**config.mk**
```make
export PLATFORM = sky130hd
export DESIGN_NAME = mem_ctrl_arb_flat
export DESIGN_NICKNAME = d
export VERILOG_FILES = /design/src/rtl/mem_ctrl_arb_if.sv /design/src/rtl/mem_ctrl_arb.sv /design/src/flat_wrapper.sv
export SDC_FILE = /design/constraint.sdc
export NUM_CORES = 1
export LEC_CHECK = 0
export ABC_AREA = 1
export BUFFER_PORTS_ARGS = -buffer_cell sky130_fd_sc_hd__buf_2
export CORE_UTILIZATION = 25
export DETAILED_ROUTE_END_ITERATION = 8
export GPL_TIMING_DRIVEN = 0
export SLEW_MARGIN = 10
export SYNTH_ARGS = -nofsm -noshare
export SYNTH_HDL_FRONTEND = slang
export SYNTH_SLANG_ARGS = --single-unit
```
**constraint.sdc**
```tcl
create_clock -name clk -period 2.64 [get_ports clk]
set_input_delay 0.132 -clock clk [delete_from_list [all_inputs] [get_ports clk]]
set_output_delay 0.132 -clock clk [all_outputs]
set_load 0.01 [all_outputs]
```
**src/rtl/mem_ctrl_arb_if.sv**
```systemverilog
// rtl/mem_ctrl_arb_if.sv - fetch, load/store and byte-serial RAM bus bundle for mem_ctrl_arb
interface mem_ctrl_arb_if #(
   parameter int ADDR_W   = 32,
   parameter int XLEN     = 32,
   parameter int IF_BYTES = 4
);
   logic                    if_req;
   logic [ADDR_W-1:0]       if_addr;
   logic                    if_abort;
   logic                    if_done;
   logic [8*IF_BYTES-1:0]   if_data;
   logic                    ls_req;
   logic                    ls_we;
   logic [ADDR_W-1:0]       ls_addr;
   logic [XLEN-1:0]         ls_wdata;
   logic [1:0]              ls_len;
   logic                    ls_signed;
   logic                    ls_done;
   logic [XLEN-1:0]         ls_rdata;
   logic [7:0]              mem_din;
   logic                    io_buffer_full;
   logic [7:0]              mem_dout;
   logic [ADDR_W-1:0]       mem_a;
   logic                    mem_wr;

   modport master (
      output if_req, if_addr, if_abort, ls_req, ls_we, ls_addr, ls_wdata, ls_len, ls_signed,
             mem_din, io_buffer_full,
      input  if_done, if_data, ls_done, ls_rdata, mem_dout, mem_a, mem_wr
   );

   modport slave (
      input  if_req, if_addr, if_abort, ls_req, ls_we, ls_addr, ls_wdata, ls_len, ls_signed,
             mem_din, io_buffer_full,
      output if_done, if_data, ls_done, ls_rdata, mem_dout, mem_a, mem_wr
   );
endinterface

```
**src/rtl/mem_ctrl_arb.sv**
```systemverilog
// rtl/mem_ctrl_arb.sv - byte-serial RAM controller arbitrating fetch and load/store ports
module mem_ctrl_arb #(
   parameter int                ADDR_W   = 32,
   parameter int                XLEN     = 32,
   parameter int                IF_BYTES = 4,
   parameter int                RD_LAT   = 1,
   parameter logic [ADDR_W-1:0] IO_BASE  = 'h30000
) (
   input  logic            clk,
   input  logic            rst,
   mem_ctrl_arb_if.slave   bus
);
   localparam int         DB   = XLEN / 8;
   localparam logic [3:0] LAT  = 4'(RD_LAT);
   localparam logic [3:0] DB4  = 4'(DB);
   localparam logic [3:0] IFB4 = 4'(IF_BYTES);

   typedef enum logic [1:0] {IDLE, RD, WR, DONE} state_t;
   state_t state, state_nx;

   logic [3:0]            cyc, n, ls_n, cap_idx;
   logic                  is_ls, sgn, sign_bit;
   logic [ADDR_W-1:0]     base, cur_a;
   logic [XLEN-1:0]       buf_q, cap_word, ext_word, ls_rdata_q;
   logic [8*IF_BYTES-1:0] if_data_q;
   logic                  abort_rd, cap_en, rd_last, stall;
   logic [ADDR_W-1:0]     mem_a;
   logic [7:0]            mem_dout;
   logic                  mem_wr, if_done, ls_done;

   always_comb begin
      ls_n = 4'd1 << bus.ls_len;
      if (ls_n > DB4) ls_n = DB4;
   end

   // One cycle counter serves both the issue index (cyc) and the capture index (cyc - RD_LAT).
   assign cur_a    = base + ADDR_W'(cyc);
   assign abort_rd = (state == RD) && !is_ls && bus.if_abort;
   assign cap_en   = (state == RD) && (cyc >= LAT);
   assign cap_idx  = cyc - LAT;
   assign rd_last  = (cyc == n - 4'd1 + LAT);
   assign stall    = bus.io_buffer_full && (cur_a >= IO_BASE);

   always_comb begin
      cap_word = buf_q;
      for (int k = 0; k < DB; k++)
         if (cap_en && cap_idx == 4'(k)) cap_word[8*k +: 8] = bus.mem_din;
   end

   always_comb begin
      sign_bit = 1'b0;
      for (int k = 0; k < DB; k++)
         if (n == 4'(k + 1)) sign_bit = cap_word[8*k + 7];
      for (int k = 0; k < DB; k++)
         ext_word[8*k +: 8] = (4'(k) < n) ? cap_word[8*k +: 8] : {8{sgn & sign_bit}};
   end

   always_ff @(posedge clk) begin
      if (rst) state <= IDLE;
      else     state <= state_nx;
   end

   always_comb begin
      state_nx = state;
      case (state)
         IDLE: begin
            if (bus.ls_req)                       state_nx = bus.ls_we ? WR : RD;
            else if (bus.if_req && !bus.if_abort) state_nx = RD;
         end
         RD: begin
            if (abort_rd)     state_nx = IDLE;
            else if (rd_last) state_nx = DONE;
         end
         WR:      if (!stall && cyc == n - 4'd1) state_nx = DONE;
         default: state_nx = IDLE;
      endcase
   end

   always_comb begin
      mem_a    = '0;
      mem_dout = '0;
      mem_wr   = 1'b0;
      if_done  = 1'b0;
      ls_done  = 1'b0;
      case (state)
         RD: if (cyc < n && !abort_rd) mem_a = cur_a;
         WR: begin
            mem_a  = cur_a;
            mem_wr = !stall;
            for (int k = 0; k < DB; k++)
               if (cyc == 4'(k)) mem_dout = bus.ls_wdata[8*k +: 8];
         end
         DONE: begin
            if_done = !is_ls;
            ls_done = is_ls;
         end
         default: ;
      endcase
   end

   always_ff @(posedge clk) begin
      if (rst) begin
         cyc        <= '0;
         n          <= '0;
         is_ls      <= 1'b0;
         sgn        <= 1'b0;
         base       <= '0;
         buf_q      <= '0;
         if_data_q  <= '0;
         ls_rdata_q <= '0;
      end else begin
         case (state)
            IDLE: begin
               cyc   <= '0;
               buf_q <= '0;
               if (bus.ls_req) begin
                  is_ls <= 1'b1;
                  base  <= bus.ls_addr;
                  n     <= ls_n;
                  sgn   <= bus.ls_signed;
               end else if (bus.if_req && !bus.if_abort) begin
                  is_ls <= 1'b0;
                  base  <= bus.if_addr;
                  n     <= IFB4;
                  sgn   <= 1'b0;
               end
            end
            RD: begin
               buf_q <= cap_word;
               cyc   <= cyc + 4'd1;
               // The last byte arrives on the edge into DONE, so results are built from cap_word.
               if (rd_last && !abort_rd) begin
                  if (is_ls) ls_rdata_q <= ext_word;
                  else       if_data_q  <= cap_word[8*IF_BYTES-1:0];
               end
            end
            WR:      if (!stall) cyc <= cyc + 4'd1;
            default: cyc <= '0;
         endcase
      end
   end

   assign bus.mem_a    = mem_a;
   assign bus.mem_dout = mem_dout;
   assign bus.mem_wr   = mem_wr;
   assign bus.if_done  = if_done;
   assign bus.ls_done  = ls_done;
   assign bus.if_data  = if_data_q;
   assign bus.ls_rdata = ls_rdata_q;
endmodule

```
**src/flat_wrapper.sv**
```systemverilog
// flat-port wrapper written by rule: the top's interface ports become plain ports
module mem_ctrl_arb_flat 
#(
   parameter int                ADDR_W   = 32,
   parameter int                XLEN     = 32,
   parameter int                IF_BYTES = 4,
   parameter int                RD_LAT   = 1,
   parameter logic [ADDR_W-1:0] IO_BASE  = 'h30000
)
  (clk, rst, bus_if_req, bus_if_addr, bus_if_abort, bus_ls_req, bus_ls_we, bus_ls_addr, bus_ls_wdata, bus_ls_len, bus_ls_signed, bus_mem_din, bus_io_buffer_full, bus_if_done, bus_if_data, bus_ls_done, bus_ls_rdata, bus_mem_dout, bus_mem_a, bus_mem_wr);
  mem_ctrl_arb_if #(.ADDR_W(ADDR_W), .XLEN(XLEN), .IF_BYTES(IF_BYTES)) bus_i ();
  input  logic clk;
  input  logic rst;
  input wire logic [$bits(bus_i.if_req)-1:0] bus_if_req;
  input wire logic [$bits(bus_i.if_addr)-1:0] bus_if_addr;
  input wire logic [$bits(bus_i.if_abort)-1:0] bus_if_abort;
  input wire logic [$bits(bus_i.ls_req)-1:0] bus_ls_req;
  input wire logic [$bits(bus_i.ls_we)-1:0] bus_ls_we;
  input wire logic [$bits(bus_i.ls_addr)-1:0] bus_ls_addr;
  input wire logic [$bits(bus_i.ls_wdata)-1:0] bus_ls_wdata;
  input wire logic [$bits(bus_i.ls_len)-1:0] bus_ls_len;
  input wire logic [$bits(bus_i.ls_signed)-1:0] bus_ls_signed;
  input wire logic [$bits(bus_i.mem_din)-1:0] bus_mem_din;
  input wire logic [$bits(bus_i.io_buffer_full)-1:0] bus_io_buffer_full;
  output wire logic [$bits(bus_i.if_done)-1:0] bus_if_done;
  output wire logic [$bits(bus_i.if_data)-1:0] bus_if_data;
  output wire logic [$bits(bus_i.ls_done)-1:0] bus_ls_done;
  output wire logic [$bits(bus_i.ls_rdata)-1:0] bus_ls_rdata;
  output wire logic [$bits(bus_i.mem_dout)-1:0] bus_mem_dout;
  output wire logic [$bits(bus_i.mem_a)-1:0] bus_mem_a;
  output wire logic [$bits(bus_i.mem_wr)-1:0] bus_mem_wr;
  assign bus_i.if_req = bus_if_req;
  assign bus_i.if_addr = bus_if_addr;
  assign bus_i.if_abort = bus_if_abort;
  assign bus_i.ls_req = bus_ls_req;
  assign bus_i.ls_we = bus_ls_we;
  assign bus_i.ls_addr = bus_ls_addr;
  assign bus_i.ls_wdata = bus_ls_wdata;
  assign bus_i.ls_len = bus_ls_len;
  assign bus_i.ls_signed = bus_ls_signed;
  assign bus_i.mem_din = bus_mem_din;
  assign bus_i.io_buffer_full = bus_io_buffer_full;
  assign bus_if_done = bus_i.if_done;
  assign bus_if_data = bus_i.if_data;
  assign bus_ls_done = bus_i.ls_done;
  assign bus_ls_rdata = bus_i.ls_rdata;
  assign bus_mem_dout = bus_i.mem_dout;
  assign bus_mem_a = bus_i.mem_a;
  assign bus_mem_wr = bus_i.mem_wr;
  mem_ctrl_arb #(.ADDR_W(ADDR_W), .XLEN(XLEN), .IF_BYTES(IF_BYTES), .RD_LAT(RD_LAT), .IO_BASE(IO_BASE)) u_core (.clk(clk), .rst(rst), .bus(bus_i));
endmodule
```
Word level (Yosys, flattened, before mapping)
Cells that the tools add are included.
{ "word_totals": {"register_bits": 140, "latch_bits": 0, "ramBits": 0, "mem_bits_ro": 0, "inputBits": 114, "output_inout_bits": 107, "elab_cells": 109, "mem_count": 0} }
{ "op_classes": {"add_sub_neg": 5, "mul": 0, "div_mod_pow": 0, "n_lt_le_gt_ge": 8, "n_eq_ne": 19, "shifts": 1, "n_mux": 40, "bitwise_logic": 2, "n_reduce_logical": 25} }
{ "op_table": {"columns": ["op", "count"], "rows": [
  ["case mux 32 bit (2 select lines)", 2],
  ["two-way mux 8 bit", 13],
  ["two-way mux 32 bit", 3],
  ["adder 32 x 4 -> 32 bit", 1],
  ["greater-or-equal comparator 32 x 18 -> 1 bit (second input constant)", 1],
  ["equality test 4 x 2 -> 1 bit (second input constant)", 6],
  ["two-way mux 4 bit", 4],
  ["equality test 4 x 1 -> 1 bit (second input constant)", 3],
  ["logical AND 1 bit", 12],
  ["two-way mux 2 bit", 6],
  ["two-way mux 1 bit", 10],
  ["AND reduction 3 bit", 3],
  ["adder 4 x 1 -> 4 bit (second input constant)", 2],
  ["equality test 4 bit", 2],
  ["zero test 4 bit", 2],
  ["< comparator 1 x 4 -> 1 bit (first input constant)", 2],
  ["< comparator 2 x 4 -> 1 bit (first input constant)", 2],
  ["case mux 4 bit (2 select lines)", 1],
  ["subtractor 4 x 1 -> 4 bit (second input constant)", 2],
  ["case mux 2 bit (3 select lines)", 1],
  ["equality test 2 bit (second input constant)", 2],
  ["equality test 4 x 3 -> 1 bit (second input constant)", 1],
  ["greater-or-equal comparator 4 x 1 -> 1 bit (second input constant)", 1],
  ["greater-than comparator 4 x 3 -> 1 bit (second input constant)", 1],
  ["other kinds (13)", 17]
]} }

Depth between registers and ports, before layout
{ "depth": {"depth_word": 10, "mapped_depth": 18, "mapped_depth_nobuf": 18} }

Worst setup path after synthesis
OpenSTA, ideal clock, no wires.
{ "synth_timing": {"path_kind": "register to register", "startpoint": "reg u_core.cyc[1]", "endpoint": "reg u_core.ls_rdata_q[28] (netlist: u_core.bus.ls_rdata[28])", "setup_ps": 119, "arrival_time_ps": 2293, "t_required_ps": 2521, "path_slack_ps": 227, "path_stages_with_launch": 13, "cell_sequence": "dfxtp_1 -> inv_1 -> ha_1 -> buf_2 -> xnor2_1 -> o21ai_2 -> a21oi_4 -> nand4_2 -> buf_2 -> o21ai_0 -> o21ai_0 -> inv_1 -> a21oi_1"} }
{ "synth_via": {"elab_chain_len": 10, "elab_cells_between_ends": 24, "classes_between": "add/sub: 1; order compare: 1; eq/ne: 4; mux: 9; bitwise: 1; reduce/logical: 8"} }
{ "synth_rtl": {"columns": ["element", "line", "rtl"], "rows": [
  ["from (decl)", "mem_ctrl_arb.sv:21", "logic [3:0] cyc, n, ls_n, cap_idx;"],
  ["from (signal assigned)", "mem_ctrl_arb.sv:130", "cyc <= cyc + 4'd1;"],
  ["from (signal assigned)", "mem_ctrl_arb.sv:137", "WR: if (!stall) cyc <= cyc + 4'd1;"],
  ["subtractor 4 x 1 -> 4 bit / greater-or-equal comparator 4 x 1 -> 1 bit (equally long branches)", "mem_ctrl_arb.sv:40, mem_ctrl_arb.sv:39", null],
  ["zero test 4 bit / logical AND 1 bit (equally long branches)", "mem_ctrl_arb.sv:47, mem_ctrl_arb.sv:39", null],
  ["logical AND 1 bit", "mem_ctrl_arb.sv:47", "if (cap_en && cap_idx == 4'(k)) cap_word[8*k +: 8] = bus.mem_din;"],
  ["two-way mux 8 bit", "mem_ctrl_arb.sv:47", null],
  ["two-way mux 1 bit (4 in a row)", "mem_ctrl_arb.sv:53", "if (n == 4'(k + 1)) sign_bit = cap_word[8*k + 7];"],
  ["bitwise AND 1 bit", "mem_ctrl_arb.sv:55", "ext_word[8*k +: 8] = (4'(k) < n) ? cap_word[8*k +: 8] : {8{sgn & sign_bit}};"],
  ["two-way mux 8 bit", "mem_ctrl_arb.sv:55", null],
  ["to (signal assigned)", "mem_ctrl_arb.sv:133", "if (is_ls) ls_rdata_q <= ext_word;"],
  ["to (decl)", "mem_ctrl_arb.sv:24", "logic [XLEN-1:0] buf_q, cap_word, ext_word, ls_rdata_q;"]
]} }
Several ways; a longest one is shown, not always the timed one.
A chain may end at the register's enable or synchronous reset.

Worst setup path after layout
{ "layout_timing": {"startpoint": "reg u_core.cyc[0]", "endpoint": "out bus_mem_wr"} }
{ "layout_via": {"elab_chain_len": 5} }
{ "layout_rtl": {"columns": ["element", "line", "rtl"], "rows": [
  ["adder 32 x 4 -> 32 bit", "mem_ctrl_arb.sv:37", "assign cur_a = base + ADDR_W'(cyc);"],
  ["greater-or-equal comparator 32 x 18 -> 1 bit", "mem_ctrl_arb.sv:42", "assign stall = bus.io_buffer_full && (cur_a >= IO_BASE);"],
  ["logical AND 1 bit", "mem_ctrl_arb.sv:42", null],
  ["zero test 1 bit", "mem_ctrl_arb.sv:89", "mem_wr = !stall;"],
  ["two-way mux 1 bit", "mem_ctrl_arb.sv:85", "case (state)"],
  ["to (decl)", "flat_wrapper.sv:31", "output wire logic [$bits(bus_i.mem_wr)-1:0] bus_mem_wr;"]
]} }
Every way passes these cells.

==> results.yml <==
sta:
  holdWs_ps: 10.0
  setup-violations-final: 22
  fin_crit_sh_pct: 105
  worst_pin_slew_ps: 816
  grt_setup_unrepaired: "true"
  finalCriticalPeriod_ps: 2760
  fmax_mhz: 362
  fin_setup_tns_ps: -800
  maxSlewHeadroom_pct: 45.4
  finalHoldViolations: 0
  postLayoutSetupSlackWorst_ps: -120
  finClkSkew_ps: 7.45
  slew_violations: 0
critical_path:
  rr_startpoint: "u_core.cyc[0]"
  rr_worst_depth: 16
  end_kind: "output pin"
  reg2reg_slack_ps: 0
  cp_max_fo: 5
  arrival_ps: 2630
  reg2reg_to: "u_core.bus.ls_rdata[25]"
  path_class: "reg2out"
  crit_required_ps: 2510
  start_kind: "register"
place:
  place_ws_ps: -560
  placed_area_um2: 9850
  gp_congestion: 0.933
  io_buffers: 219
  dpl.hpwl_mm: 23.9
floorplan:
  die_area_um2: 33600
  ios: 221
  core-area_um2: 32000
  fp.dieW_um: 183
  rows: 65
  die_h_um: 183
  initial_core_util_pct: 25.7
cts:
  clock_path_buffers: 2
  clock_sinks: 140
  clk_latency_ps: 430
  cts_tree: "done"
  cts-root-buf: "clkbuf_16"
  h-tree-depth: 4
  clk_pin_slew_ps: 70
  cts_buffers: 17
yosys:
  synthDistinctLibCells: 42
  async_flop_share_pct: 0
  synthTopCellsByArea: "dfxtp_1 (34%), nand2_1 (14%), nor2_1 (7.3%)"
  syn_area_per_cell_um2: 6.44
  seq_area_frac_synth_pct: 34.1
  syn_nets: 1412
  synth_top_area_cell: "dfxtp_1"
  synth_ff_type: "dfxtp_1"
  syn_inst: 1274
  yosysTopAreaCellShare_pct: 34.1
  ys_ff_latch: 140
  synthesis.area_um2: 8210
  synth-edff-count: 0
  yosys_warnings: 0
detailed_routing:
  drt-initial-drc-count: 684
  wl_per_cell_um: 15.8
  wirelength_mm: 32.3
  antenna_left: 0
  drt-pass1-iter-count: 5
  viasPerCell: 4.69
  vias: 9574
  post-route-drc-count: 0
grt:
  grt_pass1_wl_mm: 48.4
  grt.overflow.total: 0
  grt_pass1_vias: 9067
  track_usage_pct: 18.6
  grt_max_degree: 17
  grt_antenna_before_repair: 1
cells_and_area:
  layout_commonest_cell: "nand2_1"
  layout.nets: 1730
  final_area_um2: 11800
  final_layout_size_suffix_gt1_share_pct: 26.7
  area_delta_synth_final_pct: 43.7
  layout_common_cells: "nand2_1 (298), buf_2 (223), inv_1 (152)"
power_and_ir_drop:
  totalPowerFinal_mw: 8.58
  p_leak_nw: 5.49
  max-vdd-ir-drop_uv: 657
  powerDensity_nw_per_um2: 727
flow_run:
  max-cap-violations: 0
outcome:
  status: "finished, violations left"
  violations: "negative setup slack"
hold_path:
  hold_class: "in2reg"
  hold_end: "u_core.n[0]"
  min_path_cells: 4
  hp-start: "bus_ls_len[1]"
Yosys cell counts, types with 2 or more instances:
cell type and count:
nand3b_1 5, clkinv_1 3, nand3_4 4, nand2_2 6, xor2_1 11, o22ai_1 25, inv_2 7, buf_2 6
a211oi_1 8, nand2_4 2, nand3_1 35, nand3_2 5, o21ai_0 114, nand4_1 15, o21ai_1 5, and2_1 2
xnor2_1 5, dfxtp_1 140, buf_6 5, nor2_1 160, a21oi_1 110, clkbuf_1 43, ha_1 23, o21ai_2 2
nand2_1 310, a31oi_1 32, clkbuf_2 3, nor3_1 12, inv_1 154, nor2_2 10
sequential cells by signal, indices dropped and copies added (netlist names):
register,cells
u_core.is_ls,1
u_core.bus.ls_rdata,32
u_core.n,4
u_core.sgn,1
u_core.base,32
u_core.state,2
u_core.buf_q,32
u_core.cyc,4
u_core.bus.if_data,32
critical path: stages, from the launching register on:
cell and delay, ps:
dfxtp_4 420, ha_4 160, fa_2 200, nand2_2 70
nand2_4 110, nand3_4 150, nor2_4 190, nand2_1 70
nand2_1 90, nand2_1 60, nor2_1 150, nand2_1 70
nor2_1 110, nand2_2 100, a21oi_2 110, buf_2 140
worst max path at each step:
stage / end / from / slack (ps) / depth (start not counted)
after floorplan: u_core.bus.ls_rdata[28] / u_core.cyc[1] / 230 / 12
after global placement: u_core.bus.ls_rdata[26] / u_core.cyc[1] / -520 / 13
after detailed placement: u_core.bus.ls_rdata[30] / u_core.cyc[1] / -560 / 13
after CTS: bus_mem_wr / u_core.cyc[0] / -90 / 14
after global routing: bus_mem_wr / u_core.cyc[0] / -280 / 15
final: bus_mem_wr / u_core.cyc[0] / -120 / 15
power breakdown:
| part | internal [mW] | total [mW] | switching [mW] | leakage (nW) |
|---|---|---|---|---|
| sequential | 2.34 | 2.63 | 0.295 | 1.14 |
| combinational | 1.23 | 3.38 | 2.15 | 4.04 |
| clock | 1.45 | 2.57 | 1.12 | 0.305 |
| total | 5.02 | 8.58 | 3.56 | 5.49 |
what timing repair did:
item,CTS,global route
buffers inserted,9,15
pin swaps,6,18
resized for setup,69,94
cloned,0,1
endpoints found under the setup margin,136,134
hold buffers,56,0
endpoints found under the hold margin,32,0
area by class of cell:
type,instances,area [µm²]
diodes,1,2.50
plain buffers,56,324
clock buffers,17,425
clock inverters,15,199
fillers,3420,20200
inverters,165,633
multi-input cells,912,4950
flip-flops and latches,140,2820
well taps,435,544
repair buffers,300,1900
stage by stage:
step	utilization, %	cells
2_1_floorplan	-	1274
3_3_place_gp	30.8	1928
3_5_place_dp	30.8	1928
4_1_cts	35.5	2024
5_1_grt	36.9	2040
6_report	36.9	2041
metal layers:
metal / global-route usage (%) / wire (µm) / vias up
met5: 0 / 0 / -
met2: 32.9 / 15500 / 371
met1: 23.1 / 14200 / 4399
met3: 3.38 / 2080 / 29
li1: - / - / 4775
met4: 4.93 / 546 / 0
kinds of logic (layout without fill, tap and decap cells):
logic type | count (synthesis) | after routing | synth area share, %
AO/OA/AOI/OAI | 299 | 299 | 19.6
XOR/XNOR | 17 | 17 | 1.90
other | 0 | 1 | 0
multiplexers | 1 | 1 | 0.122
AND/OR/NAND/NOR | 571 | 571 | 29.7
adder cells (fa/ha/maj) | 24 | 24 | 3.75
buffers and inverters | 222 | 553 | 10.8
flip-flops | 140 | 140 | 34.1
(Power assumes the default switching activity.)
